File: src/rtl/distribute_1x2_one_hot_comb_pkg.sv
// Shared NoC helpers for the distribute/reduce nodes: command-width derivation
// and the filler value driven on idle data lanes.
package distribute_1x2_one_hot_comb_pkg;

  // Filler bit for idle data lanes; replicate to the lane width at the use site.
  localparam logic DUMMY_BIT = 1'b0;

  // The last node in the chain still drives a 1-bit (always zero) command.
  function automatic int out_cmd_width(input int in_width);
    return (in_width == 1) ? 1 : in_width - 1;
  endfunction

endpackage

File: src/rtl/distribute_1x2_one_hot_comb_noc_out_reg.sv
// Parameterized-width output register that clears to zero on an asynchronous
// active-high reset.
module noc_out_reg #(
  parameter int WIDTH = 1
) (
  input  logic             clk,
  input  logic             rst,
  input  logic [WIDTH-1:0] d,
  output logic [WIDTH-1:0] q
);

  logic [WIDTH-1:0] q_reg;

  always_ff @(posedge clk or posedge rst) begin
    if (rst) begin
      q_reg <= '0;
    end else begin
      q_reg <= d;
    end
  end

  assign q = q_reg;

endmodule

File: src/rtl/distribute_1x2_one_hot_comb.sv
// 1-in / 2-out one-hot multicast distribute node: bit 0 of the command drops data
// locally, the remaining bits forward data and the shifted command downstream.
module distribute_1x2_one_hot_comb
  import distribute_1x2_one_hot_comb_pkg::*;
#(
  parameter int DATA_WIDTH       = 32,
  parameter int IN_COMMAND_WIDTH = 2,
  parameter int OUTPUT_REG       = 0,
  localparam int OUT_COMMAND_WIDTH = out_cmd_width(IN_COMMAND_WIDTH)
) (
  input  logic                         clk,
  input  logic                         rst,
  input  logic                         i_valid,
  input  logic [DATA_WIDTH-1:0]        i_data_bus,
  input  logic                         i_en,
  input  logic [IN_COMMAND_WIDTH-1:0]  i_cmd,
  output logic [1:0]                   o_valid,
  output logic [2*DATA_WIDTH-1:0]      o_data_bus,
  output logic [OUT_COMMAND_WIDTH-1:0] o_cmd
);

  localparam int PACK_WIDTH = 2 + 2 * DATA_WIDTH + OUT_COMMAND_WIDTH;

  logic                         go;
  logic                         local_valid;
  logic [DATA_WIDTH-1:0]        local_data;
  logic                         fwd_valid;
  logic [DATA_WIDTH-1:0]        fwd_data;
  logic [OUT_COMMAND_WIDTH-1:0] fwd_cmd;
  logic [PACK_WIDTH-1:0]        out_next;
  logic [PACK_WIDTH-1:0]        out_bus;

  assign go          = i_valid & i_en;
  assign local_valid = go & i_cmd[0];
  assign local_data  = local_valid ? i_data_bus : {DATA_WIDTH{DUMMY_BIT}};

  generate
    if (IN_COMMAND_WIDTH > 1) begin : g_forward
      assign fwd_valid = go & (|i_cmd[IN_COMMAND_WIDTH-1:1]);
      assign fwd_cmd   = fwd_valid ? i_cmd[IN_COMMAND_WIDTH-1:1] : '0;
    end else begin : g_last_stage
      // End of the chain: nothing downstream to forward to.
      assign fwd_valid = 1'b0;
      assign fwd_cmd   = '0;
    end
  endgenerate

  assign fwd_data = fwd_valid ? i_data_bus : {DATA_WIDTH{DUMMY_BIT}};

  assign out_next = {fwd_cmd, fwd_data, local_data, fwd_valid, local_valid};

  generate
    if (OUTPUT_REG != 0) begin : g_out_reg
      noc_out_reg #(
        .WIDTH (PACK_WIDTH)
      ) u_out_reg (
        .clk (clk),
        .rst (rst),
        .d   (out_next),
        .q   (out_bus)
      );
    end else begin : g_out_comb
      // clk/rst are only meaningful for the registered variant.
      logic unused_clk_rst;
      assign unused_clk_rst = &{1'b0, clk, rst};
      assign out_bus = out_next;
    end
  endgenerate

  assign {o_cmd, o_data_bus, o_valid} = out_bus;

endmodule

File: config.mk
export PLATFORM = sky130hd
export DESIGN_NAME = distribute_1x2_one_hot_comb
export DESIGN_NICKNAME = d
export VERILOG_FILES = /design/src/rtl/distribute_1x2_one_hot_comb_pkg.sv /design/src/rtl/distribute_1x2_one_hot_comb_noc_out_reg.sv /design/src/rtl/distribute_1x2_one_hot_comb.sv
export SDC_FILE = /design/constraint.sdc
export NUM_CORES = 1
export LEC_CHECK = 0
export CAP_MARGIN = 20
export CORE_ASPECT_RATIO = 1.4
export CORE_MARGIN = 1.5
export CORE_UTILIZATION = 28
export DETAILED_ROUTE_END_ITERATION = 16
export GPL_TIMING_DRIVEN = 0
export PLACE_DENSITY = 0.95
export RECOVER_POWER = 50
export SLEW_MARGIN = 20
export SYNTH_ARGS = -nofsm -noshare
export SYNTH_HDL_FRONTEND = slang
export SYNTH_HIERARCHICAL = 1
export SYNTH_SLANG_ARGS = --single-unit
File: constraint.sdc
create_clock -name vclk -period 3.85
set_input_delay 1.155 -clock vclk [all_inputs]
set_output_delay 1.155 -clock vclk [all_outputs]
set_load 0.03 [all_outputs]
==> flow_summary.json <==
{
  "status": "complete, no violations",
  "grt_pass1_wl_um": 5580,
  "fin_crit_sh_pct": 97.5,
  "final_cells": 225,
  "cp.arrival_ps": 2600,
  "fill_cells": 259,
  "worstHoldEndpoint": "o_data_bus[31]",
  "synth_fa_ha_area_share_pct": 0,
  "ios": 105,
  "cts_hold_buf": 0,
  "p_per_area_nw_per_um2": 90.4,
  "nClkBuffers": 0,
  "cp-start-kind": "primary input",
  "crit_top_cell": "clkdlybuf4s50_1",
  "synth_nets": 126,
  "synth.area.top_cells": "and4_1, buf_8, buf_6, buf_2, buf_4",
  "vias_per_cell": 5.40,
  "via_count": 1216,
  "worst_hold_startpoint": "i_valid",
  "finalHoldViolCount": 0,
  "design.seq.count": 0,
  "ys_seq_area_share_pct": 0,
  "utilization_pct": 67.1,
  "drt_iter0_drc": 5,
  "area_growth_pct": 129,
  "route.detailed.drc": 0,
  "synth_top_family_by_area": "simple AND/OR/NAND/NOR gates",
  "dr.pass1.iters": 4,
  "synthSimpleGateAreaFrac_pct": 75.5,
  "layout_min_cycle_time_ps": 3750,
  "synth-xor-area-share_pct": 0,
  "layout.area.seq_um2": 0,
  "grt_overflow": 0,
  "die-area_um2": 3040,
  "power_uw": 157,
  "fp-row-count": 22,
  "finalNetCount": 229,
  "postRouteAntennaNets": 0,
  "crit_type": "primary input to primary output",
  "io_buffers": 101,
  "p_sw_share_pct": 53.1,
  "core_area_um2": 2590,
  "clkPwrFrac_pct": 0,
  "dp_cells": 225,
  "drt_wl_total_um": 3430,
  "internal_power_uw": 73.7,
  "multi_input_area_um2": 573,
  "power.leakage_uw": 0.000972,
  "maxSlewViolCount": 0,
  "syn_area_um2": 759,
  "rsz0062_at_grt": "false",
  "avgSynthCellArea_um2": 8.63,
  "max_stage_delay_ps": 680,
  "synth_top_area_share_pct": 73.8,
  "crit_slowest_cell": "clkdlybuf4s50_1",
  "power_switching_uw": 83.4,
  "die_y_um": 64.6,
  "drive_gt1_share_pct": 11.6,
  "cp_cell_sequence": "clkdlybuf4s50_1, and4_1, clkdlybuf4s50_1",
  "cap_violations": 0,
  "gp_congestion": 0.764,
  "grt_max_degree": 11,
  "grt_antenna_before_repair": 0,
  "grt_usage_pct": 23.3,
  "antenna_cells": 0,
  "tns_ps": 0,
  "slew_headroom_pct": 76.4,
  "min_path_type": "primary input to primary output",
  "grt_pass1_vias": 1249,
  "timing.fmax_mhz": 266,
  "synth_top_cell_by_area": "and4_1",
  "synth_mux_area_share_pct": 0,
  "synth_compound_area_share_pct": 0,
  "dp_hpwl_um": 2830,
  "peakVddDrop_v": 0.0000501,
  "synthCells": 88,
  "synth_commonest_cells": "and4_1, buf_2, buf_6, buf_8, buf_4",
  "p_seq_share_pct": 0,
  "wl_per_cell_um": 15.2,
  "power_frac_comb_pct": 100.0,
  "min_path_cells": 3,
  "cp-end-kind": "primary output",
  "die_width_um": 47.0,
  "synth.most_common_cell": "and4_1",
  "start_util_pct": 29.4,
  "cp_max_fo": 6,
  "synthDistinctLibCells": 7,
  "tightest_slew_ps": 355,
  "worstPathRequired_ps": 2690,
  "setup_viol": 0,
  "yosys_warnings": 6
}
worst max-delay path by stage:
stage,startpoint,end,cells past startpoint
floorplan,i_en,o_valid[1],4
global placement,i_cmd[1],o_data_bus[34],4
detailed placement,i_cmd[1],o_data_bus[35],4
CTS,i_cmd[1],o_data_bus[35],4
global route,i_cmd[1],o_cmd,4
finish,i_cmd[0],o_data_bus[2],3
critical path: cells and delay by family:
| family | cells | cell delay (ps) |
|---|---|---|
| buffers and inverters | 2 | 1240 |
| and+or+nand+nor | 1 | 210 |
power groups by stage:
stage               clock (uW)  sequential (uW)  combinational (uW)
detailed placement           0                0                 170
floorplan                    0                0                84.2
global route                 0                0                 167
finish                       0                0                 157
global placement             0                0                 166
CTS                          0                0                 158
cell usage in the layout, fill, tap and decap left out, drive strengths merged:
cell and instances:
and4 64, dlygate4sd2 60, clkdlybuf4s50 40, buf 16, clkbuf 7, and3 2
per-stage QoR:
step	instance area, um2	setup slack (ps)	hold slack (ps)
after floorplan	759	726	2540
after global placement	1820	-160	3210
after detailed placement	1820	-206	3220
after CTS	1740	74.1	2980
after global routing	1740	31.3	2990
final	1740	95.5	2980
what timing repair did:
action                     CTS  global route
pin swaps                    0             0
resized for setup           61             4
setup buffers                0             0
setup endpoints to repair   61             9
routing by layer:
layer  share of wire [%]  global-route usage (%)
met5                   0                       0
met4                 3.8                    7.29
met3                 8.7                    5.29
met2                  52                    43.8
met1                  35                    23.5
cell type report:
cell class                 count  area share, %
timing repair buffer         101           53.6
tap                           36           2.59
buffer                        22           10.8
multi-input combinational     66           33.0
logic make-up (layout without fill, tap and decap cells):
family | count (synthesis) | count (layout)
buf+inv | 22 | 123
simple gates | 66 | 66
(Power assumes the default switching activity.)
